$ cat src/rtl/reg_arb_pkg.sv
// Shared constants and FSM encoding for the shared-register arbiter.
// The lock feature is selected at build time with REG_ARB_LOCK_EN.
package reg_arb_pkg;

    localparam int unsigned DEF_N        = 4;
    localparam int unsigned DEF_WIDTH    = 16;
    localparam int unsigned DEF_LOCK_MAX = 4;

    typedef logic [1:0] state_t;

    localparam logic [1:0] ST_IDLE   = 2'd0;
    localparam logic [1:0] ST_SERVE  = 2'd1;
    localparam logic [1:0] ST_LOCKED = 2'd2;

    // Width of a requester index; at least one bit even for tiny N.
    function automatic int unsigned ptr_w(input int unsigned n);
        return (n <= 2) ? 1 : $clog2(n);
    endfunction

endpackage

$ cat src/rtl/reg_share_arbiter_if.sv
// Requester-side bus of the shared-register arbiter: requests, access
// strobes, packed write data, and the registered grant/read-data returns.
interface reg_share_arbiter_if
    import reg_arb_pkg::*;
#(
    parameter int unsigned N     = DEF_N,
    parameter int unsigned WIDTH = DEF_WIDTH
);

    logic [N-1:0]       req;
    logic [N-1:0]       rd;
    logic [N-1:0]       we;
    logic [N*WIDTH-1:0] wdata;
    logic [N-1:0]       lock;
    logic [N-1:0]       gnt;
    logic [WIDTH-1:0]   rdata;
    logic               rvalid;
    logic               busy;

    modport master (
        output req, rd, we, wdata, lock,
        input  gnt, rdata, rvalid, busy
    );

    modport slave (
        input  req, rd, we, wdata, lock,
        output gnt, rdata, rvalid, busy
    );

endinterface

$ cat src/rtl/reg_share_arbiter_rr_pick.sv
// Combinational round-robin picker: first set request scanning upward
// from ptr+1 (mod N), returned one-hot.
module rr_pick
    import reg_arb_pkg::*;
#(
    parameter int unsigned N  = DEF_N,
    parameter int unsigned PW = ptr_w(N)
) (
    input  logic [N-1:0]  req,
    input  logic [PW-1:0] ptr,
    output logic [N-1:0]  win,
    output logic          any
);

    always_comb begin
        int idx;
        win = '0;
        any = 1'b0;
        idx = 0;
        for (int k = 1; k <= int'(N); k++) begin
            idx = int'(ptr) + k;
            if (idx >= int'(N)) begin
                idx = idx - int'(N);
            end
            if (!any && req[PW'(idx)]) begin
                win[PW'(idx)] = 1'b1;
                any           = 1'b1;
            end
        end
    end

endmodule

$ cat src/rtl/reg_share_arbiter.sv
// Round-robin arbiter sequencing N requesters onto one shared WIDTH-bit
// register; REG_ARB_LOCK_EN adds bounded re-grant of a locked winner.
module reg_share_arbiter
    import reg_arb_pkg::*;
#(
    parameter int unsigned N        = DEF_N,
    parameter int unsigned WIDTH    = DEF_WIDTH,
    parameter int unsigned LOCK_MAX = DEF_LOCK_MAX
) (
    input  logic                 clk,
    input  logic                 reset,
    reg_share_arbiter_if.slave   bus
);

    localparam int unsigned PW = ptr_w(N);
    localparam int unsigned CW = $clog2(LOCK_MAX + 1);

    state_t           state;
    state_t           state_nxt;
    logic [PW-1:0]    ptr;
    logic [PW-1:0]    ptr_nxt;
    logic [WIDTH-1:0] shreg;
    logic [WIDTH-1:0] shreg_nxt;
    logic [WIDTH-1:0] rdata_nxt;
    logic [WIDTH-1:0] wsel;
    logic [N-1:0]     gnt_nxt;
    logic [N-1:0]     pick_win;
    logic [N-1:0]     sel;
    logic [PW-1:0]    sel_idx;
    logic             pick_any;
    logic             sel_any;
    logic             rvalid_nxt;
    logic             relock;

    rr_pick #(
        .N  (N),
        .PW (PW)
    ) u_pick (
        .req (bus.req),
        .ptr (ptr),
        .win (pick_win),
        .any (pick_any)
    );

`ifdef REG_ARB_LOCK_EN
    logic [CW-1:0] cnt;
    logic [CW-1:0] cnt_nxt;

    // Previous winner still holding req+lock keeps the grant until the cap.
    assign relock = (state != ST_IDLE) && bus.req[ptr] && bus.lock[ptr]
                    && (cnt < CW'(LOCK_MAX));

    always_comb begin
        cnt_nxt = '0;
        if (relock) begin
            cnt_nxt = cnt + CW'(1);
        end else if (pick_any) begin
            cnt_nxt = CW'(1);
        end
    end

    always_ff @(posedge clk) begin
        if (reset) begin
            cnt <= '0;
        end else begin
            cnt <= cnt_nxt;
        end
    end
`else
    logic          unused_lock;
    logic [CW-1:0] unused_lock_cap;

    assign relock          = 1'b0;
    assign unused_lock_cap = CW'(LOCK_MAX);
    assign unused_lock     = ^{bus.lock, unused_lock_cap};
`endif

    // Final winner selection, its index and its write word.
    always_comb begin
        sel     = relock ? (N'(1) << ptr) : pick_win;
        sel_any = relock | pick_any;
        sel_idx = '0;
        wsel    = '0;
        for (int i = 0; i < int'(N); i++) begin
            if (sel[i]) begin
                sel_idx = PW'(i);
                wsel    = bus.wdata[i*WIDTH +: WIDTH];
            end
        end
    end

    // Next-state and access sequencing; read samples the register before the write.
    always_comb begin
        state_nxt  = ST_IDLE;
        gnt_nxt    = '0;
        ptr_nxt    = ptr;
        rvalid_nxt = 1'b0;
        rdata_nxt  = bus.rdata;
        shreg_nxt  = shreg;
        if (sel_any) begin
            state_nxt = relock ? ST_LOCKED : ST_SERVE;
            gnt_nxt   = sel;
            ptr_nxt   = sel_idx;
            if (bus.rd[sel_idx]) begin
                rdata_nxt  = shreg;
                rvalid_nxt = 1'b1;
            end
            if (bus.we[sel_idx]) begin
                shreg_nxt = wsel;
            end
        end
    end

    always_ff @(posedge clk) begin
        if (reset) begin
            state <= ST_IDLE;
        end else begin
            state <= state_nxt;
        end
    end

    always_ff @(posedge clk) begin
        if (reset) begin
            ptr        <= PW'(N - 1);
            shreg      <= '0;
            bus.gnt    <= '0;
            bus.rdata  <= '0;
            bus.rvalid <= 1'b0;
        end else begin
            ptr        <= ptr_nxt;
            shreg      <= shreg_nxt;
            bus.gnt    <= gnt_nxt;
            bus.rdata  <= rdata_nxt;
            bus.rvalid <= rvalid_nxt;
        end
    end

    assign bus.busy = (|bus.req) | (|bus.gnt);

endmodule
$ cat src/flat_wrapper.sv
// flat-port wrapper written by rule: the top's interface ports become plain ports
module reg_share_arbiter_flat import reg_arb_pkg::*;
#(
    parameter int unsigned N        = DEF_N,
    parameter int unsigned WIDTH    = DEF_WIDTH,
    parameter int unsigned LOCK_MAX = DEF_LOCK_MAX
)
  (clk, reset, bus_req, bus_rd, bus_we, bus_wdata, bus_lock, bus_gnt, bus_rdata, bus_rvalid, bus_busy);
  reg_share_arbiter_if #(.N(N), .WIDTH(WIDTH)) bus_i ();
  input  logic clk;
  input  logic reset;
  input wire logic [$bits(bus_i.req)-1:0] bus_req;
  input wire logic [$bits(bus_i.rd)-1:0] bus_rd;
  input wire logic [$bits(bus_i.we)-1:0] bus_we;
  input wire logic [$bits(bus_i.wdata)-1:0] bus_wdata;
  input wire logic [$bits(bus_i.lock)-1:0] bus_lock;
  output wire logic [$bits(bus_i.gnt)-1:0] bus_gnt;
  output wire logic [$bits(bus_i.rdata)-1:0] bus_rdata;
  output wire logic [$bits(bus_i.rvalid)-1:0] bus_rvalid;
  output wire logic [$bits(bus_i.busy)-1:0] bus_busy;
  assign bus_i.req = bus_req;
  assign bus_i.rd = bus_rd;
  assign bus_i.we = bus_we;
  assign bus_i.wdata = bus_wdata;
  assign bus_i.lock = bus_lock;
  assign bus_gnt = bus_i.gnt;
  assign bus_rdata = bus_i.rdata;
  assign bus_rvalid = bus_i.rvalid;
  assign bus_busy = bus_i.busy;
  reg_share_arbiter #(.N(N), .WIDTH(WIDTH), .LOCK_MAX(LOCK_MAX)) u_core (.clk(clk), .reset(reset), .bus(bus_i));
endmodule
$ cat config.mk
export PLATFORM = sky130hd
export DESIGN_NAME = reg_share_arbiter_flat
export DESIGN_NICKNAME = d
export VERILOG_FILES = /design/src/rtl/reg_arb_pkg.sv /design/src/rtl/reg_share_arbiter_if.sv /design/src/rtl/reg_share_arbiter_rr_pick.sv /design/src/rtl/reg_share_arbiter.sv /design/src/flat_wrapper.sv
export SDC_FILE = /design/constraint.sdc
export NUM_CORES = 1
export LEC_CHECK = 0
export CAP_MARGIN = 10
export CORE_ASPECT_RATIO = 2
export CORE_UTILIZATION = 46
export DETAILED_ROUTE_END_ITERATION = 16
export PLACE_DENSITY = 0.95
export SYNTH_ARGS = -nofsm -noshare
export SYNTH_HDL_FRONTEND = slang
export SYNTH_SLANG_ARGS = --single-unit
$ cat constraint.sdc
create_clock -name clk -period 7.1 [get_ports clk]
set_input_delay 1.42 -clock clk [delete_from_list [all_inputs] [get_ports clk]]
set_output_delay 1.42 -clock clk [all_outputs]
set_load 0.05 [all_outputs]
==> impl_metrics.toml <==
[synth]
yosys.area_share.adder_pct = 4.07
synth-warning-count = 0
syn-cell-area_um2 = 2460
yosysTopAreaCell = "dfxtp_1"
avgSynthCellArea_um2 = 8.76
ys_top_cells_by_area = "dfxtp_1, mux2i_1, nor2_1"
ys_top_cells_by_count = "dfxtp_1, nor2_1, mux2i_1, a21oi_1, nand2_1"
synth_top_family_by_area = "simple AND/OR/NAND/NOR gates"
synthXorXnorAreaFrac_pct = 0
synth_compound_area_share_pct = 20.1
syn_inst = 281
async_reset_ff_share_pct = 0
yosysTopAreaCellShare_pct = 31.7
synth_cell_type_count = 46
synth_mux_area_share_pct = 15.3
synth_nets = 371
synth_ff_type = "dfxtp_1"
yosys.area_share.simple_pct = 22.6
synth-edff-count = 0
synth-seq-cells = 39
ys_seq_area_share_pct = 31.7

[place]
place_ws_ns = 1.94
place_hpwl_mm = 5.56
gp_congestion = 1.04
io_buffers = 99

[timing]
hold_viol_final = 0
fin_crit_ns = 4.97
worstMarginPinSlew_ns = 0.894
setup_viol = 0
fin_setup_tns_ns = 0
grt_setup_unrepaired = "no"
fin_skew_ns = 0.00756
maxSlewHeadroom_pct = 40.4
setup_slack_ns = 2.13
fmax_mhz = 201
slew_violations = 0
period_share_pct = 70.0

[worst_hold_path]
hp-class = "flip-flop to flip-flop"

[critical_path]
critical_path.max_fanout = 19
crit_buf_inv = 1
slowest_stage = "dfxtp_1"
path_cells = "inv_1, ha_1, mux4_2, nor3_2, o2111ai_1, and2_1, o22ai_1, a211o_1, mux2i_1, nor2_1"
slowest_delay_ns = 0.85
startpoint_type = "flip-flop"
worstPathRequired_ns = 7.28
path_delay_family = "compound AO/OA/AOI/OAI gates"
end_kind = "flip-flop"
cp.arrival_ns = 5.14
crit_type = "flip-flop to flip-flop"

[floorplanning]
dieArea_um2 = 5660
fp.dieH_um = 105
rows = 37
initial_core_util_pct = 47.9
ios = 104
core_area_um2 = 5140
die_w_um = 53.7

[clock_tree]
numCtsBuffers = 5
post_cts_buffers = 0
htreeDepth = 2
path_clk_slew_ns = 0.08
postCtsHoldBufs = 0
root_buffer = "clkbuf_8"
cts_tree = "done"
cts_sinks = 39
cts-resized-gates = 0
clockBufferDepth = 2
clk_latency_ns = 0.30

[drt]
viasPerCell = 6.10
routed_wl_mm = 7.50
drcViolationCount = 0
first_pass_iters = 5
first_iter_violations = 117
wl_per_cell_um = 17.7
drtAntennaViolNets = 0
vias = 2582

[global_route]
grt_max_degree = 48
grt_overflow = 0
grt_pass1_vias = 2450
antenna_found_initial = 0
grt_pass1_wl_mm = 11.7
grtUsageTotal_pct = 28.0

[finish]
final_nets = 454
num_antenna_cells = 0
drive_above_1_share_pct = 6.58
area_growth_pct = 43.9

[status]
status = "complete, no violations"

[power]
ir_worst_vdd_v = 0.000595
leakage_nw = 1.39
powerDensity_nw_per_um2 = 467

[job]
maxCapViolCount = 0
[worst register-to-register path: cells and delay by family (launching register included)]
family                   cells  cell delay (ns)
flip-flops                   1             0.85
buffers and inverters        1             0.42
AND/OR/NAND/NOR              3             0.83
adder cells (fa/ha/maj)      1             0.70
AO/OA/AOI/OAI                3             1.24
multiplexers                 2             0.80
[kinds of logic after synthesis]
family                   Yosys count
AO/OA/AOI/OAI                     62
adder cells (fa/ha/maj)            8
AND/OR/NAND/NOR                  109
flip-flops                        39
multiplexers                      33
buffers and inverters             30
[layer usage]
metal  track usage, %  up-vias  routed length (µm)
met2             46.9      148                3970
met3             3.03       28                 500
met4             14.8        0                 298
li1                 -     1214                   -
met5                0        -                   0
met1             33.0     1192                2730
[flip-flops by register name, indices dropped and copies added, names as in the netlist]
signal and flops:
u_core.bus.rvalid 1, u_core.bus.gnt 4, u_core.ptr 2, u_core.shreg 16, u_core.bus.rdata 16
[per-stage QoR]
stage / area [µm²] / util [%] / total power (W) / hold slack (ns) / instances
final: 3540 / 68.9 / 0.00166 / 0.460 / 423
after global routing: 3540 / 68.9 / 0.00175 / 0.484 / 423
after CTS: 3540 / 68.9 / 0.00165 / 0.460 / 423
after detailed placement: 3410 / 66.3 / 0.00142 / 0.449 / 415
after global placement: 3410 / 66.3 / 0.00140 / 0.441 / 415
after floorplan: 2460 / - / 0.00118 / 0.436 / 281
[placed cells by master (no fill, tap or decap), drive strengths merged, types with 4 or more instances in the layout]
cell type,count
a21oi,17
a221o,8
a221oi,8
and2,4
and3,5
clkbuf,6
clkdlybuf4s50,99
dfxtp,39
ha,8
inv,4
mux2,6
mux2i,24
nand2,17
nand3b,9
nor2,39
nor3,14
o41ai,9
or4,8
[final timing paths]
kind	slack (ns)	start	end	depth (start not counted)
min reg2reg	0.46	u_core.shreg[8]$_SDFFE_PP0P_	u_core.shreg[8]$_SDFFE_PP0P_	2
max	2.13	u_core.ptr[0]$_SDFFE_PP1P_	u_core.bus.rdata[14]$_SDFFE_PP0P_	10
max reg2reg	2.13	u_core.ptr[0]$_SDFFE_PP1P_	u_core.bus.rdata[14]$_SDFFE_PP0P_	10
min	0.46	u_core.shreg[8]$_SDFFE_PP0P_	u_core.shreg[8]$_SDFFE_PP0P_	2
[cell type report]
class | count | area, µm²
flip-flops and latches | 39 | 781
inverters | 4 | 15.0
well taps | 58 | 72.6
multi-input cells | 212 | 1530
fillers | 402 | 1600
repair buffers | 102 | 1010
clock buffers | 6 | 72.6
clock inverters | 2 | 60.1
[power breakdown]
group          internal [W]  switching (W)
Combinational      0.000451       0.000653
Clock              0.000140      0.0000817
Sequential         0.000275      0.0000545
Power figures use the tool's default switching activity.
